File: src/rtl/dso_trig_pkg.sv
// Shared types and helpers for the ADC edge trigger.
// Lane geometry, FSM states, channel modes, pipeline beat, threshold math.
package dso_trig_pkg;

    localparam int LANES    = 8;
    localparam int SAMPLE_W = 8;
    localparam int LANE_W   = 3;
    localparam int WORD_W   = LANES * SAMPLE_W;

    // cfg_num_ch codes; 2'b1x selects four channels
    localparam logic [1:0] CH_ONE = 2'b00;
    localparam logic [1:0] CH_TWO = 2'b01;

    typedef logic signed [SAMPLE_W-1:0] sample_t;

    typedef enum logic [2:0] {
        IDLE,
        PRE,
        SEARCH,
        POST,
        DONE
    } state_t;

    typedef struct packed {
        logic [WORD_W-1:0] data;
        logic              valid;
        logic              trig;
        logic [LANE_W-1:0] lane;
        logic              done;
    } beat_t;

    // Lane k belongs to the trigger channel when k mod N == ch mod N.
    function automatic logic [LANES-1:0] member_mask(
        input logic [1:0] num_ch,
        input logic [1:0] trig_ch
    );
        logic [LANES-1:0]  m;
        logic [LANE_W-1:0] k3;
        m = '0;
        for (int k = 0; k < LANES; k++) begin
            k3 = LANE_W'(k);
            if (num_ch == CH_ONE)
                m[k] = 1'b1;
            else if (num_ch == CH_TWO)
                m[k] = (k3[0] == trig_ch[0]);
            else
                m[k] = (k3[1:0] == trig_ch);
        end
        return m;
    endfunction

    // Re-arm threshold, computed in 9 bits and saturated to 8.
    function automatic sample_t arm_threshold(
        input sample_t    level,
        input logic [6:0] hyst,
        input logic       falling
    );
        logic [SAMPLE_W:0] lv;
        logic [SAMPLE_W:0] hy;
        logic [SAMPLE_W:0] t;
        lv = {level[SAMPLE_W-1], level};
        hy = {2'b00, hyst};
        t  = falling ? (lv + hy) : (lv - hy);
        if (t[SAMPLE_W] != t[SAMPLE_W-1])
            return falling ? sample_t'(8'h7F) : sample_t'(8'h80);
        return sample_t'(t[SAMPLE_W-1:0]);
    endfunction

endpackage

File: src/rtl/adc_edge_trigger_if.sv
// Output stream of the edge trigger towards adc_to_datamover.
// master: data_out, data_valid, trig_valid, trig_lane driven; slave reads.
interface adc_edge_trigger_if;
    import dso_trig_pkg::*;

    logic [WORD_W-1:0] data_out;
    logic              data_valid;
    logic              trig_valid;
    logic [LANE_W-1:0] trig_lane;

    modport master (
        output data_out,
        output data_valid,
        output trig_valid,
        output trig_lane
    );

    modport slave (
        input data_out,
        input data_valid,
        input trig_valid,
        input trig_lane
    );

endinterface

File: src/rtl/adc_trig_scan.sv
// Combinational 8-lane hysteresis chain, lane 0 first.
// In: word, member, level, arm_thr, falling, arm_in. Out: fire, fire_lane, arm_out.
module adc_trig_scan
    import dso_trig_pkg::*;
(
    input  logic [WORD_W-1:0] word,
    input  logic [LANES-1:0]  member,
    input  sample_t           level,
    input  sample_t           arm_thr,
    input  logic              falling,
    input  logic              arm_in,
    output logic              fire,
    output logic [LANE_W-1:0] fire_lane,
    output logic              arm_out
);

    always_comb begin
        sample_t s;
        logic    hit_fire;
        logic    hit_arm;
        logic    armed;
        armed     = arm_in;
        fire      = 1'b0;
        fire_lane = '0;
        s         = '0;
        hit_fire  = 1'b0;
        hit_arm   = 1'b0;
        for (int k = 0; k < LANES; k++) begin
            s = $signed(word[k*SAMPLE_W +: SAMPLE_W]);
            if (falling) begin
                hit_fire = (s <= level);
                hit_arm  = (s >= arm_thr);
            end else begin
                hit_fire = (s >= level);
                hit_arm  = (s <= arm_thr);
            end
            if (member[k] && !fire) begin
                // fire test uses the flag from earlier lanes only,
                // so a sample never arms and fires itself
                if (armed && hit_fire) begin
                    fire      = 1'b1;
                    fire_lane = LANE_W'(k);
                end
                if (hit_arm)
                    armed = 1'b1;
            end
        end
        arm_out = armed;
    end

endmodule

File: src/rtl/adc_edge_trigger.sv
// Edge trigger stage: frames pre/search/trigger/post words, delays data.
// Ports: adc_divclk, aresetn, adc_data, arm/force_trig/abort, cfg_*, out_if, busy, done.
module adc_edge_trigger
    import dso_trig_pkg::*;
#(
    parameter int CNT_W    = 16,
    parameter int PIPE_LAT = 2
) (
    input  logic              adc_divclk,
    input  logic              aresetn,
    input  logic [WORD_W-1:0] adc_data,
    input  logic              arm,
    input  logic              force_trig,
    input  logic              abort,
    input  logic [7:0]        cfg_level,
    input  logic [7:0]        cfg_hyst,
    input  logic              cfg_falling,
    input  logic [1:0]        cfg_num_ch,
    input  logic [1:0]        cfg_trig_ch,
    input  logic [CNT_W-1:0]  cfg_pre_words,
    input  logic [CNT_W-1:0]  cfg_post_words,
    adc_edge_trigger_if.master out_if,
    output logic              busy,
    output logic              done
);

    // hysteresis is 0..127; the MSB is a don't-care
    logic unused_hyst_msb;
    assign unused_hyst_msb = cfg_hyst[7];

    state_t            state_q;
    state_t            state_d;
    logic [CNT_W-1:0]  cnt_q;
    logic [CNT_W-1:0]  cnt_d;
    logic              armf_q;
    logic              armf_d;
    logic [LANE_W-1:0] lane_q;

    logic              falling_q;
    sample_t           level_q;
    sample_t           thr_q;
    logic [LANES-1:0]  mask_q;
    logic [CNT_W-1:0]  post_q;

    logic              latch;
    logic              word_valid;
    logic              trig;
    logic [LANE_W-1:0] trig_lane_d;

    logic              scan_fire;
    logic [LANE_W-1:0] scan_lane;
    logic              scan_arm;

    beat_t             beat_d;
    beat_t             stage_q [PIPE_LAT];

    adc_trig_scan u_scan (
        .word      (adc_data),
        .member    (mask_q),
        .level     (level_q),
        .arm_thr   (thr_q),
        .falling   (falling_q),
        .arm_in    (armf_q),
        .fire      (scan_fire),
        .fire_lane (scan_lane),
        .arm_out   (scan_arm)
    );

    always_comb begin
        state_d     = state_q;
        cnt_d       = cnt_q;
        armf_d      = armf_q;
        latch       = 1'b0;
        word_valid  = 1'b0;
        trig        = 1'b0;
        trig_lane_d = '0;
        unique case (state_q)
            IDLE: begin
                if (arm) begin
                    latch  = 1'b1;
                    armf_d = 1'b0;
                    if (cfg_pre_words != '0) begin
                        state_d = PRE;
                        cnt_d   = cfg_pre_words;
                    end else begin
                        state_d = SEARCH;
                    end
                end
            end
            PRE: begin
                word_valid = 1'b1;
                cnt_d      = cnt_q - 1'b1;
                if (cnt_q == CNT_W'(1)) begin
                    state_d = SEARCH;
                    armf_d  = 1'b0;
                end
            end
            SEARCH: begin
                word_valid = 1'b1;
                armf_d     = scan_arm;
                if (force_trig) begin
                    trig        = 1'b1;
                    trig_lane_d = '0;
                end else if (scan_fire) begin
                    trig        = 1'b1;
                    trig_lane_d = scan_lane;
                end
                if (trig) begin
                    if (post_q != '0) begin
                        state_d = POST;
                        cnt_d   = post_q;
                    end else begin
                        state_d = DONE;
                    end
                end
            end
            POST: begin
                word_valid = 1'b1;
                cnt_d      = cnt_q - 1'b1;
                if (cnt_q == CNT_W'(1))
                    state_d = DONE;
            end
            DONE: begin
                state_d = IDLE;
            end
            default: begin
                state_d = IDLE;
            end
        endcase
        // abort beats arm, trigger and done; current word is dropped
        if (abort) begin
            state_d    = IDLE;
            latch      = 1'b0;
            word_valid = 1'b0;
            trig       = 1'b0;
        end
    end

    always_ff @(posedge adc_divclk or negedge aresetn) begin
        if (!aresetn) begin
            state_q <= IDLE;
            cnt_q   <= '0;
            armf_q  <= 1'b0;
            lane_q  <= '0;
        end else begin
            state_q <= state_d;
            cnt_q   <= cnt_d;
            armf_q  <= armf_d;
            if (trig)
                lane_q <= trig_lane_d;
        end
    end

    always_ff @(posedge adc_divclk or negedge aresetn) begin
        if (!aresetn) begin
            falling_q <= 1'b0;
            level_q   <= '0;
            thr_q     <= '0;
            mask_q    <= '0;
            post_q    <= '0;
        end else if (latch) begin
            falling_q <= cfg_falling;
            level_q   <= cfg_level;
            thr_q     <= arm_threshold(cfg_level, cfg_hyst[6:0],
                                       cfg_falling);
            mask_q    <= member_mask(cfg_num_ch, cfg_trig_ch);
            post_q    <= cfg_post_words;
        end
    end

    // lane travels with every beat so trig_lane holds between triggers
    always_comb begin
        beat_d       = '0;
        beat_d.data  = adc_data;
        beat_d.valid = word_valid;
        beat_d.trig  = trig;
        beat_d.lane  = trig ? trig_lane_d : lane_q;
        beat_d.done  = (state_q == DONE) && !abort;
    end

    always_ff @(posedge adc_divclk or negedge aresetn) begin
        if (!aresetn) begin
            for (int i = 0; i < PIPE_LAT; i++)
                stage_q[i] <= '0;
        end else begin
            stage_q[0] <= beat_d;
            for (int i = 1; i < PIPE_LAT; i++)
                stage_q[i] <= stage_q[i-1];
        end
    end

    assign out_if.data_out   = stage_q[PIPE_LAT-1].data;
    assign out_if.data_valid = stage_q[PIPE_LAT-1].valid;
    assign out_if.trig_valid = stage_q[PIPE_LAT-1].trig;
    assign out_if.trig_lane  = stage_q[PIPE_LAT-1].lane;
    assign done              = stage_q[PIPE_LAT-1].done;
    assign busy              = (state_q != IDLE);

endmodule

File: src/flat_wrapper.sv
// flat-port wrapper written by rule: the top's interface ports become plain ports
module adc_edge_trigger_flat import dso_trig_pkg::*;
#(
    parameter int CNT_W    = 16,
    parameter int PIPE_LAT = 2
)
  (adc_divclk, aresetn, adc_data, arm, force_trig, abort, cfg_level, cfg_hyst, cfg_falling, cfg_num_ch, cfg_trig_ch, cfg_pre_words, cfg_post_words, busy, done, out_if_data_out, out_if_data_valid, out_if_trig_valid, out_if_trig_lane);
  adc_edge_trigger_if out_if_i ();
  input  logic adc_divclk;
  input  logic aresetn;
  input  logic [WORD_W-1:0] adc_data;
  input  logic arm;
  input  logic force_trig;
  input  logic abort;
  input  logic [7:0] cfg_level;
  input  logic [7:0] cfg_hyst;
  input  logic cfg_falling;
  input  logic [1:0] cfg_num_ch;
  input  logic [1:0] cfg_trig_ch;
  input  logic [CNT_W-1:0] cfg_pre_words;
  input  logic [CNT_W-1:0] cfg_post_words;
  output logic busy;
  output logic done;
  output wire logic [$bits(out_if_i.data_out)-1:0] out_if_data_out;
  output wire logic [$bits(out_if_i.data_valid)-1:0] out_if_data_valid;
  output wire logic [$bits(out_if_i.trig_valid)-1:0] out_if_trig_valid;
  output wire logic [$bits(out_if_i.trig_lane)-1:0] out_if_trig_lane;
  assign out_if_data_out = out_if_i.data_out;
  assign out_if_data_valid = out_if_i.data_valid;
  assign out_if_trig_valid = out_if_i.trig_valid;
  assign out_if_trig_lane = out_if_i.trig_lane;
  adc_edge_trigger #(.CNT_W(CNT_W), .PIPE_LAT(PIPE_LAT)) u_core (.adc_divclk(adc_divclk), .aresetn(aresetn), .adc_data(adc_data), .arm(arm), .force_trig(force_trig), .abort(abort), .cfg_level(cfg_level), .cfg_hyst(cfg_hyst), .cfg_falling(cfg_falling), .cfg_num_ch(cfg_num_ch), .cfg_trig_ch(cfg_trig_ch), .cfg_pre_words(cfg_pre_words), .cfg_post_words(cfg_post_words), .out_if(out_if_i), .busy(busy), .done(done));
endmodule
File: config.mk
export PLATFORM = sky130hd
export DESIGN_NAME = adc_edge_trigger_flat
export DESIGN_NICKNAME = d
export VERILOG_FILES = /design/src/rtl/dso_trig_pkg.sv /design/src/rtl/adc_edge_trigger_if.sv /design/src/rtl/adc_trig_scan.sv /design/src/rtl/adc_edge_trigger.sv /design/src/flat_wrapper.sv
export SDC_FILE = /design/constraint.sdc
export NUM_CORES = 1
export LEC_CHECK = 0
export BUFFER_PORTS_ARGS = -buffer_cell sky130_fd_sc_hd__buf_2
export CORE_MARGIN = 2
export CORE_UTILIZATION = 51
export CTS_CLUSTER_SIZE = 20
export DETAILED_ROUTE_END_ITERATION = 10
export GPL_TIMING_DRIVEN = 0
export HOLD_SLACK_MARGIN = 0.15
export PLACE_DENSITY = 0.8
export SYNTH_ARGS = -nofsm -noshare
export SYNTH_HDL_FRONTEND = slang
export SYNTH_SLANG_ARGS = --single-unit
File: constraint.sdc
create_clock -name adc_divclk -period 3.2 [get_ports adc_divclk]
set_input_delay 0.64 -clock adc_divclk [delete_from_list [all_inputs] [get_ports adc_divclk]]
set_output_delay 0.64 -clock adc_divclk [all_outputs]
set_load 0.05 [all_outputs]
==> results.md <==
- Run status: finished with violations
- Failing checks: setup timing
- CTS Buf Count: 17
- Ant. Diodes: 0
- Layout area overhead: 32.35%
- Max incr delay on CP: 0.59 ns
- Critical-path maximum fanout: 7
- Mapped Area: 0.01111 mm^2
- WP data required: 3.53 ns
- Pwr Density: 912.6 mW/mm^2
- CTS max path bufs: 2
- Drt first pass iters: 6
- Max-Slew Margin vs Limit: 36.87%
- Final Hold Fails: 0
- Setup WS post-layout: -0.7410 ns
- Max_cap viols: 0
- Crit Path Category: reg2reg
- Die Y: 151.6 um
- Ys async rst share: 100.0%
- Root buf cell: clkbuf_16
- Crit path cell chain: clkinvlp_4, buf_6, ha_1, a21o_1, nor4b_1, and4b_1, o21ba_2, or3b_4, nor4_4, nand2b_4, mux2_4
- Launching element type of the critical path: flop
- Final setup vio count: 24
- CP Data Arrival Time: 4.27 ns
- Die width: 151.6 um
- Clock-pin slew on the worst setup and hold paths: 0.07 ns
- RSZ-0062 raised after global routing: true
- Max VDD drop: 634.5 uV
- Avg Synthesized Cell Area: 10.62 um^2
- Layout Cells excl Fill: 1,637
- Cells after synthesis: 1,046
- Min-delay worst type: in2async
- Ys flop type: dfrtp_1
- DRC errors left: 0
- Die Area: 0.02298 mm^2
- Wire per inst: 19.77 um
- Post-synth EDFFs: 0
- Clock tree sinks: 197
- # IOs: 193
- Number of register bits inferred by synthesis: 197
- Placed cell count: 1,517
- Period Utilization, post-route: 123.2%
- P_leak: 6.869 nW
- Vias in the first global route: 9,173
- Share of cells above drive strength 1: 38.54%
- Most frequent cells in the layout: dfrtp_1, buf_2, buf_4
- Crit end category: flop
- Final-report max-slew violation count: 0
- Detail Placement HPWL: 20.69 mm
- Grt ovf: 0
- Routed Antenna Nets: 0
- Peak Freq: 0.2537 GHz
- Placement row count: 54
- Max Clock Skew: 0.01375 ns
- Clk_lat worst skew: 0.45 ns
- Yosys Warn Count: 0
- Routability Congestion: 0.9362
- Count of input and output buffers: 190
- Filler cells: 1,583
- First-pass GRT wire length: 47.20 mm
- Via count: 9,698
- Synth cell types: 73
- Most common cell after layout, fill and taps aside: dfrtp_1
- CTS tree: yes
- Initial antenna violation count: 1
- Initial DRC count: 846
- Fin nets: 1,606
- GRT Util Overall: 27.10%
- Pin count of the biggest net entering global routing: 104
- Initial Utilization: 51.39%
- Actual slew at the worst max-slew pin: 0.9398 ns
- H-tree levels: 4
- Routed WL: 32.36 mm
- Post-Syn Nets: 1,308
- Util after Layout: 68.02%
- Total core area: 0.02162 mm^2
- Worst-path cell with the longest stage delay: nor4b_1
- Register area share after synthesis: 44.37%
- DR vias/cell: 5.924
- Final Critical Period: 3.941 ns
-- timing repair --
item                       4_1_cts  5_1_grt
pin swaps                       36       32
hold buffers                     0        0
setup endpoints to repair       27       31
setup buffers                   70       20
gates resized for setup         71       49
-- kinds of logic after synthesis --
kind of cell               after synthesis  share of synthesized area (%)
adders and majority gates              141                          15.92
muxes                                   43                          4.234
buffers and inverters                  139                          7.140
xor gates and xnor gates                24                          1.892
AOI/OAI and AO/OA                      237                          13.83
DFF                                    197                          44.37
and+or+nand+nor                        265                          12.61
-- path summary, 6_finish.rpt --
path                                    start                    endpoint  slack [ns]  depth (start not counted)
min in group adc_divclk           adc_data[0]          u_core.stage_q[76]        0.31                          1
min                                   aresetn  u_core.out_if.data_out[23]        0.22                          1
max                         u_core.level_q[7]            u_core.cnt_q[12]       -0.74                         11
max in group asynchronous             aresetn  u_core.out_if.data_out[48]        2.08                          2
max reg2reg                 u_core.level_q[7]            u_core.cnt_q[12]       -0.74                         11
min reg2reg                u_core.stage_q[74]    u_core.out_if.trig_valid        0.35                          0
-- area by class of cell --
| class | count | area (um^2) | area share (%) |
|---|---|---|---|
| inverter | 48 | 245.2 | 1.668 |
| clock inverter | 13 | 160.2 | 1.089 |
| clock buffer | 19 | 442.9 | 3.012 |
| buffer | 90 | 614.3 | 4.178 |
| sequential | 197 | 4931 | 33.53 |
| multi-input combinational | 710 | 6125 | 41.65 |
| timing repair buffer | 280 | 1837 | 12.49 |
| tap | 280 | 350.3 | 2.382 |
-- synth_stat cells (all sizes together), types with 13 or more instances --
| library cell | instances | area share [%] |
|---|---|---|
| nand3 | 17 | 0.77 |
| ha | 139 | 16 |
| clkbuf | 14 | 0.47 |
| mux2 | 32 | 3.2 |
| nor2b | 17 | 0.96 |
| a21oi | 51 | 2.3 |
| dfrtp | 197 | 44 |
| o21ai | 70 | 3.2 |
| nor2 | 60 | 2.0 |
| buf | 77 | 5.0 |
| nand4 | 32 | 1.8 |
| xnor2 | 15 | 1.2 |
| a21o | 13 | 0.88 |
| inv | 47 | 1.6 |
| nand2 | 60 | 2.0 |
-- per-stage QoR --
step / instance area (um^2) / power (mW) / setup slack (ns) / setup TNS, ns / hold slack [ns]
after floorplan: 11320 / 7.373 / -0.2595 / -2.842 / 0.3312
after global placement: 12620 / 8.664 / -1.560 / -325.57 / 0.3311
after detailed placement: 12660 / 8.908 / -0.9863 / -22.28 / 0.3347
after CTS: 14250 / 12.42 / -0.4151 / -7.063 / 0.2488
after global routing: 14710 / 14.09 / -0.7180 / -14.82 / 0.2918
final: 14710 / 13.42 / -0.7410 / -14.86 / 0.2217
-- state kept, by name, summed over array words and instances, names as in the netlist, 3 cells and up --
| name | count |
|---|---|
| u_core.post_q | 16 |
| u_core.out_if.data_out | 64 |
| u_core.state_q | 3 |
| u_core.level_q | 8 |
| u_core.stage_q | 67 |
| u_core.mask_q | 4 |
| u_core.thr_q | 8 |
| u_core.out_if.trig_lane | 3 |
| u_core.lane_q | 3 |
| u_core.cnt_q | 16 |
-- power breakdown --
part           switching, mW  internal [mW]
logic                   4.24           3.56
registers              0.447           2.96
clock network           1.01           1.20
total                   5.69           7.73
-- layer usage --
layer	global-route usage, %	up-vias	wire (um)
met1	35.09	4668	12760
met5	0	-	13
li1	-	4360	-
met4	14.68	2	1690
met3	4.251	146	2689
met2	43.87	522	15200
-- critical path: cells and delay by family (launching register included) --
| kind | cells | cell delay (ns) |
|---|---|---|
| and+or+nand+nor | 5 | 1.83 |
| AOI/OAI and AO/OA | 2 | 0.49 |
| buffers and inverters | 2 | 0.42 |
| DFF | 1 | 0.42 |
| adders and majority gates | 1 | 0.35 |
| muxes | 1 | 0.32 |
Note: power is estimated with default switching activity, not from simulation.
